===== src/rtl/regfile_wr_arbiter.sv =====
// Write-port arbiter for the register file: core writeback has priority, aux writes are
// buffered and drained into idle cycles, and a clear-all sequencer zeroes x1..x(2^AW-1).
module regfile_wr_arbiter #(
  parameter int unsigned DW         = 32,
  parameter int unsigned AW         = 5,
  parameter int unsigned FIFO_DEPTH = 2
) (
  input  logic          clk,
  input  logic          reset,
  input  logic          core_we,
  input  logic [AW-1:0] core_wa,
  input  logic [DW-1:0] core_wd,
  output logic          core_stall,
  input  logic          aux_valid,
  output logic          aux_ready,
  input  logic [AW-1:0] aux_wa,
  input  logic [DW-1:0] aux_wd,
  input  logic          clr_start,
  output logic          clr_busy,
  output logic          clr_done,
  output logic          WE3,
  output logic [AW-1:0] A3,
  output logic [DW-1:0] WD3
);

  localparam int unsigned PW = $clog2(FIFO_DEPTH);

  localparam logic [1:0] StIdle  = 2'd0;
  localparam logic [1:0] StClear = 2'd1;
  localparam logic [1:0] StDone  = 2'd2;

  logic [1:0]            state_q, state_d;
  logic [AW-1:0]         idx_q, idx_d;
  logic [AW-1:0]         fwa_q [FIFO_DEPTH];
  logic [DW-1:0]         fwd_q [FIFO_DEPTH];
  logic [FIFO_DEPTH-1:0] fok_q;
  logic [PW-1:0]         wptr_q, rptr_q;
  logic [PW:0]           cnt_q;

  logic arb_en, core_wr, fifo_empty, fifo_full, pop, push, clr_go;

  // IDLE and DONE both arbitrate normally; CLEAR owns the port.
  assign arb_en     = !reset && (state_q != StClear);
  assign core_wr    = arb_en && core_we && (core_wa != '0);
  assign fifo_empty = (cnt_q == '0);
  assign fifo_full  = (cnt_q == (PW+1)'(FIFO_DEPTH));
  assign pop        = arb_en && !core_wr && !fifo_empty;
  assign aux_ready  = !reset && (state_q == StIdle) && !fifo_full;
  // x0 requests complete the handshake but are never queued.
  assign push       = aux_valid && aux_ready && (aux_wa != '0);
  assign clr_go     = !reset && (state_q == StIdle) && clr_start;

  assign core_stall = !reset && (state_q == StClear);
  assign clr_busy   = !reset && (state_q == StClear);
  assign clr_done   = !reset && (state_q == StDone);

  always_comb begin
    WE3 = 1'b0;
    A3  = '0;
    WD3 = '0;
    if (!reset) begin
      if (state_q == StClear) begin
        WE3 = 1'b1;
        A3  = idx_q;
      end else if (core_wr) begin
        WE3 = 1'b1;
        A3  = core_wa;
        WD3 = core_wd;
      end else if (pop && fok_q[rptr_q]) begin
        WE3 = 1'b1;
        A3  = fwa_q[rptr_q];
        WD3 = fwd_q[rptr_q];
      end
    end
  end

  always_comb begin
    state_d = state_q;
    idx_d   = idx_q;
    case (state_q)
      StIdle: begin
        if (clr_start) begin
          state_d = StClear;
          idx_d   = AW'(1);
        end
      end
      StClear: begin
        idx_d = idx_q + AW'(1);
        if (idx_q == '1) state_d = StDone;
      end
      StDone:  state_d = StIdle;
      default: state_d = StIdle;
    endcase
  end

  always_ff @(posedge clk) begin
    if (reset) begin
      state_q <= StIdle;
      idx_q   <= '0;
    end else begin
      state_q <= state_d;
      idx_q   <= idx_d;
    end
  end

  always_ff @(posedge clk) begin
    if (reset || clr_go) begin
      fok_q  <= '0;
      wptr_q <= '0;
      rptr_q <= '0;
      cnt_q  <= '0;
    end else begin
      // A core write supersedes any older queued write to the same register.
      for (int unsigned i = 0; i < FIFO_DEPTH; i++) begin
        if (core_wr && (fwa_q[i] == core_wa)) fok_q[i] <= 1'b0;
      end
      if (push) begin
        fwa_q[wptr_q] <= aux_wa;
        fwd_q[wptr_q] <= aux_wd;
        fok_q[wptr_q] <= 1'b1;
        wptr_q        <= wptr_q + PW'(1);
      end
      if (pop) rptr_q <= rptr_q + PW'(1);
      cnt_q <= cnt_q + (PW+1)'(push) - (PW+1)'(pop);
    end
  end

endmodule


===== config.mk =====
export PLATFORM = sky130hd
export DESIGN_NAME = regfile_wr_arbiter
export DESIGN_NICKNAME = d
export VERILOG_FILES = /design/src/rtl/regfile_wr_arbiter.sv
export SDC_FILE = /design/constraint.sdc
export NUM_CORES = 1
export LEC_CHECK = 0
export BUFFER_PORTS_ARGS = -buffer_cell sky130_fd_sc_hd__clkbuf_2
export CORE_MARGIN = 2
export CORE_UTILIZATION = 51
export DETAILED_ROUTE_END_ITERATION = 16
export GPL_ROUTABILITY_DRIVEN = 0
export HOLD_SLACK_MARGIN = 0.15
export PLACE_DENSITY = 0.8
export SLEW_MARGIN = 5
export SYNTH_ARGS = -nofsm -noshare
export SYNTH_HDL_FRONTEND = slang
export SYNTH_SLANG_ARGS = --single-unit

===== constraint.sdc =====
create_clock -name clk -period 4.37 [get_ports clk]
set_input_delay 0.2185 -clock clk [delete_from_list [all_inputs] [get_ports clk]]
set_output_delay 0.2185 -clock clk [all_outputs]
set_load 0.005 [all_outputs]

==> flow_summary.ini, run 1 <==
[finish]
antenna-diode-count = 0
utilization_pct = 70.1
area_delta_synth_final_pct = 32.8
final_cell_count_no_fill = 553
final_nets = 532
final_layout_size_suffix_gt1_share_pct = 32.8
fill_cells = 548

[detailed_routing]
wl_met1_um = 3370
num_vias = 2850
drt_iter0_markers = 126
routed.top_layer = met4
detail_route.wl_per_cell_um = 15.3
final_wirelength_um = 8440
remaining_drc_errors = 0
route.antenna.remaining_nets = 0
detailroute.wirelength.met2_um = 4510
drt_first_pass_iters = 4
met3_length_um = 390
avgViaCountPerCell = 5.15

[pwr]
power_switching_share_pct = 22.7
share_seq_of_total_power_pct = 56.7
power_density_over_cell_area_nw_per_um2 = 324
netSwitchingPower_w = 0.000375
comb_power_share_pct = 9.7
pwr-share-clk_pct = 33.7
intPower_w = 0.00128
vdd_ir_drop_max_mv = 0.222
power.static_leakage_nw = 1.95

[global_route]
first_global_vias = 2938
grt_start_max_net_pins = 39
overflow = 0
grt_antenna_before_repair = 0
global_route_wire_length_before_repair_um = 13600
gr-usage-all-layers_pct = 21.0

[worst_setup_path]
end_kind = output pin
path_max_fanout = 37
critical-path-slowest-cell = nand2_1
cp.arrival_ns = 3.15
timing.critical_path.required_ns = 4.15
crit_path_max_incr_delay_ns = 0.90
reg2reg_setup_slack_ns = 1.63
criticalPathCategory = reg2out
critPathLaunchType = flop
path_cells = nor2b_1 -> nor4_1 -> nand2_1 -> o21ai_0 -> clkbuf_2

[timing]
timing_worst_slew_pin_value_ns = 1.18
fin_skew_ns = 0.0120
tns_ns = 0
hold_viol = 0
final-setup-viol-count = 0
achievable-frequency_ghz = 0.297
finalWorstPathRequiredPeriod_ns = 3.37
fin_crit_sh_pct = 77.1
slew_viol_final = 0
setup_repair_after_global_routing_missed_its_margin = no
slew_headroom_pct = 21.3

[cts]
clockRootBuffer = clkbuf_8
clock_slew_seen_by_the_registers_of_the_worst_setup_and_hold_paths_ns = 0.08
cts.repair_timing.setup_buffer_count = 0
cts_repair_resize_count = 0
numClockSinks = 88
cts-htree-levels = 3
max-clock-path-buffers = 2
clock_latency_ns = 0.34
tritoncts = built
cts_hold_repair.buffers = 37
cts_inserted_buffers = 9

[floorplan]
coreArea_um2 = 7290
die_h_um = 90.8
die-area_um2 = 8250
ios = 121
die_width_um = 90.8
row_count = 31
floorplan.initialDensity_pct = 52.7

[yosys]
synth.area.mux_share_pct = 10.2
yosys.area_share.xor_xnor_pct = 3.19
post_synth_inst_count = 293
synth_seq_cells = 88
synth_area_leader_cell = edfxtp_1
area_contributors_post_synth = edfxtp_1 58%, mux2i_1 9.6%, dfxtp_1 7.3%
synth.cell_area_um2 = 3850
synth_compound_area_share_pct = 8.75
synth_simple_gate_area_share_pct = 9.37
synth.lib_cells_used.distinct = 42
share_of_synthesized_area_occupied_by_flip_flops_and_latches_pct = 65.1
main_combinational_cell_family_by_area_after_synthesis = multiplexers
synth-adder-area-share_pct = 1.30
count_of_synthesis_stage_warnings_from_yosys = 0
syn_avg_cell_area_um2 = 13.1
synth_top_area_share_pct = 57.8
synth_fp_nets = 376

[status]
run_status = complete, no violations

[placement]
buffer_ports.inserted = 120
hpwl_um = 5550
dpl.cell_count = 500

[job]
max_cap_viol_count = 0

[min_path]
path_class_of_the_lowest_slack_min_delay_path = in2reg
==> cell usage in the layout, fill, tap and decap left out, types with 2 or more instances in the layout <==
master         Yosys  layout
a211oi_1           2       2
a21oi_1            4       4
a22oi_1            6       6
and2_1             3       3
and3_1             3       2
buf_4              1       2
clkbuf_2           0     120
clkbuf_8           0       9
clkinv_4           0       2
dfxtp_1           14      13
dlygate4sd3_1      0      37
edfxtp_1          74      74
ha_1               4       4
inv_1              4       4
mux2_2             2       2
mux2i_1           37      37
nand2_1           35      35
nand2b_1           3       3
nand3_1            3       3
nand4_1            2       2
nor2_1            14      13
nor2b_1            2       2
nor3_1             2       2
o21ai_0           20      20
o21ai_1           15      15
xnor2_1            7       7
xor2_1             7       7
==> worst max-delay path, delay by kind of cell (launching register included) <==
kind	cells	cell delay, ns
AO/OA/AOI/OAI	1	0.33
buffers and inverters	1	0.20
flip-flops	1	0.46
AND/OR/NAND/NOR	3	1.81
==> power by group through the flow <==
| stage | clock network (W) | registers (W) | logic, W |
|---|---|---|---|
| 2_1_floorplan | 0 | 0.000955 | 0.0000625 |
| 3_3_place_gp | 0 | 0.000957 | 0.000128 |
| 3_5_place_dp | 0 | 0.000958 | 0.000132 |
| 4_1_cts | 0.000567 | 0.000939 | 0.000160 |
| 5_1_grt | 0.000605 | 0.000940 | 0.000178 |
| 6_report | 0.000558 | 0.000939 | 0.000160 |
==> final cells by class <==
cell class,instances,area (um^2),area share (%)
flip-flops and latches,88,2500,49.0
clock buffers,9,124,2.42
inverters,4,15.0,0.294
well taps,99,124,2.42
multi-input cells,187,1280,25.0
repair buffers,159,986,19.3
clock inverters,7,78.8,1.54
==> cell families after synthesis <==
| family | Yosys count |
|---|---|
| AOI/OAI and AO/OA | 56 |
| muxes | 39 |
| DFF | 88 |
| xor gates and xnor gates | 14 |
| buffers and inverters | 18 |
| and+or+nand+nor | 74 |
| adders and majority gates | 4 |
==> metal layers <==
layer | vias up | track usage, %
li1 | 1394 | -
met1 | 1357 | 24.2
met2 | 85 | 38.6
met3 | 14 | 4.84
met4 | 0 | 6.94
met5 | - | 0
==> registers in the layout, summed over array words and instances (netlist names), named ones only <==
| signal | count |
|---|---|
| wptr_q | 1 |
| fwa_q | 10 |
| state_q | 2 |
| fok_q | 2 |
| cnt_q | 2 |
| idx_q | 5 |
| rptr_q | 1 |
| fwd_q | 64 |
==> metrics by stage <==
step / power [W] / worst slack, ns / hold slack (ns) / area, um^2
3_3_place_gp: 0.00108 / 1.63 / 0.409 / 4540
3_5_place_dp: 0.00109 / 1.55 / 0.411 / 4540
5_1_grt: 0.00172 / 0.726 / 0.285 / 5110
6_report: 0.00166 / 1.00 / 0.274 / 5110
2_1_floorplan: 0.00102 / 1.03 / 0.317 / 3850
4_1_cts: 0.00167 / 1.16 / 0.252 / 5110
==> synthesized netlist by cell type (all sizes together) <==
cell type and n:
nand3 3, o211a 1, clkbuf 10, and2 3
mux2i 37, edfxtp 74, nor2 14, a31o 1
xor2 7, o21ai 36, a21oi 4, a22oi 6
nand2 35, xnor2 7, buf 4, o21bai 1
or2 1, nand2b 3, nor3 3, nor3b 1
a41o 1, nor4 2, nand4 2, a31oi 1
inv 4, and3 3, ha 4, mux2 2
or4 2, nor2b 2, a211oi 2, dfxtp 14
o22ai 1, o21a 1, a2111oi 1
==> path summary, 6_finish.rpt <==
check | from | to | cells after the start
hold reg to reg | idx_q[3] | idx_q[3] | 2
setup reg to reg | cnt_q[0] | fwd_q[0][20] | 6
setup / recovery | state_q[0] | WD3[7] | 5
hold / removal | clr_start | idx_q[3] | 4
No activity file was read; power rests on OpenSTA's default activity.
==> inputs of run 2 (changes only) <==
==> constraint.sdc (replaced) <==
create_clock -name clk -period 3.1 [get_ports clk]
set_input_delay 0.155 -clock clk [delete_from_list [all_inputs] [get_ports clk]]
set_output_delay 0.155 -clock clk [all_outputs]
set_load 0.005 [all_outputs]
==> run 2 against run 1 <==
Compared with the run above:
- combinational power is 46% higher
- final area is 1.3% higher
- sequential power increased by 41%
- largest cell class unchanged
==> flow_summary.ini, run 2 (synthesis gave the netlist of run 1 again) <==
[pwr]
share_seq_of_total_power_pct = 55.2
netSwitchingPower_w = 0.000517
comb_power_share_pct = 9.7
pwr-share-clk_pct = 35.1
power_density_over_cell_area_nw_per_um2 = 463
power_switching_share_pct = 21.6
power.static_leakage_nw = 1.98
intPower_w = 0.00188
vdd_ir_drop_max_mv = 0.297

[min_path]
path_class_of_the_lowest_slack_min_delay_path = in2reg
min_from = clr_start
worst_hold_path.num_cells = 4
worst_hold_path.endpoint = idx_q[3]

[cts]
max-clock-path-buffers = 2
clock_slew_seen_by_the_registers_of_the_worst_setup_and_hold_paths_ns = 0.09
cts_hold_repair.buffers = 37
numClockSinks = 88
cts-htree-levels = 3
clock_latency_ns = 0.34
clockRootBuffer = clkbuf_8
tritoncts = built
cts_repair_resize_count = 0
cts.repair_timing.setup_buffer_count = 0
cts_inserted_buffers = 9

[finish]
multiInputGateArea_um2 = 1280
area_delta_synth_final_pct = 34.6
final_nets = 537
utilization_pct = 71.0
mostFrequentLayoutCells = 120 x clkbuf_2, 74 x edfxtp_1, 37 x mux2i_1, 37 x dlygate4sd3_1, 35 x nand2_1
seq_cell_area_um2 = 2500
largest_register = fwd_q
max_reg_flops = 64
final_layout_size_suffix_gt1_share_pct = 33.4
antenna-diode-count = 0
registers_with_the_most_flip_flops = fwd_q x64, fwa_q x10, idx_q x5
final_cell_count_no_fill = 557
fill_cells = 540
mostFrequentLayoutCell = clkbuf_2

[floorplan]
row_count = 31
die-area_um2 = 8250
ios = 121
die_width_um = 90.8
die_h_um = 90.8
floorplan.initialDensity_pct = 52.7
coreArea_um2 = 7290

[placement]
hpwl_um = 6030
dpl.cell_count = 505
pre_cts_slack_ns = 0.666
buffer_ports.inserted = 120

[timing]
achievable-frequency_ghz = 0.381
final-setup-viol-count = 0
tns_ns = 0
setup_repair_after_global_routing_missed_its_margin = no
fin_worst_hold_slack_ns = 0.225
slew_viol_final = 0
finalWorstPathRequiredPeriod_ns = 2.63
final.setup.worst_slack_ns = 0.474
fin_crit_sh_pct = 84.7
timing_worst_slew_pin_value_ns = 0.665
slew_headroom_pct = 54.5
hold_viol = 0
fin_skew_ns = 0.00654

[worst_setup_path]
critPathLaunchType = flop
path_max_fanout = 22
criticalPathCategory = reg2out
cpMostUsedCell = buf_4
reg2regPathDepth = 6
timing.critical_path.required_ns = 2.94
reg2reg_setup_slack_ns = 0.69
critical-path-slowest-cell = nor3_4
cp.arrival_ns = 2.47
worstSetupStartpoint = state_q[0]
path_cells = nor2b_1 -> buf_4 -> nor3_4 -> buf_4 -> nand2_1 -> o21ai_1 -> clkbuf_2
timing.rr.end = fwd_q[0][5]
end_kind = output pin
crit_path_max_incr_delay_ns = 0.57
regToRegStartpoint = cnt_q[0]

[global_route]
global_route_wire_length_before_repair_um = 14300
grt_antenna_before_repair = 0
first_global_vias = 3067
gr-usage-all-layers_pct = 22.2
grt_start_max_net_pins = 39
overflow = 0

[detailed_routing]
remaining_drc_errors = 0
detail_route.wl_per_cell_um = 16.2
avgViaCountPerCell = 5.35
num_vias = 2982
drt_first_pass_iters = 5
route.antenna.remaining_nets = 0
drt_iter0_markers = 223
final_wirelength_um = 9040

[job]
max_cap_viol_count = 0

[status]
run_status = complete, no violations
[run 2: cell count changes in the layout (fill, tap and decap cells not counted)]
cell / previous run / this run
buf_12: 0 / 2
clkinv_1: 1 / 0
clkbuf_1: 0 / 1
bufinv_16: 1 / 2
inv_8: 1 / 0
buf_4: 2 / 5
clkinv_2: 0 / 1
clkinv_4: 2 / 0
[run 2: worst max-delay path, delay by kind of cell (launching register included)]
family	cells	cell delay, ns
buffers and inverters	3	0.71
flip-flops	1	0.39
AND/OR/NAND/NOR	3	0.88
AO/OA/AOI/OAI	1	0.13
[run 2: through the flow]
step	cell area, um^2	power, W
2_1_floorplan	3850	0.00143
5_1_grt	5180	0.00248
3_5_place_dp	4600	0.00154
6_report	5180	0.00240
3_3_place_gp	4600	0.00153
4_1_cts	5180	0.00241
[run 2: routing by layer]
layer  part of all wire, %  track usage [%]  routed length (um)
met5                     0                0                   0
met4                   3.6             11.9                 328
met3                   5.2             4.42                 472
met2                    53             39.7                4760
met1                    38             24.8                3470
[run 2: area by class of cell]
cell class              count  area share, %
flip-flops and latches     88           48.4
multi-input cells         187           24.7
repair buffers            164           20.3
clock buffers              10           2.46
well taps                  99           2.39
clock inverters             5           1.57
inverters                   4          0.290
[run 2: power groups by stage]
stage	clock network [W]	registers (W)	logic [W]
final	0.000841	0.00132	0.000233
after detailed placement	0	0.00135	0.000193
after floorplan	0	0.00135	0.0000886
after global routing	0.000906	0.00132	0.000253
after global placement	0	0.00135	0.000187
after CTS	0.000857	0.00132	0.000231
[run 2: worst max-delay path by stage]
stage	end	slack (ns)	cells past startpoint
finish	WD3[1]	0.47	7
detailed placement	fwd_q[0][19]	0.67	6
global placement	cnt_q[1]	0.85	10
CTS	A3[4]	0.48	7
floorplan	fwa_q[0][0]	0.36	5
global route	WD3[1]	0.29	7
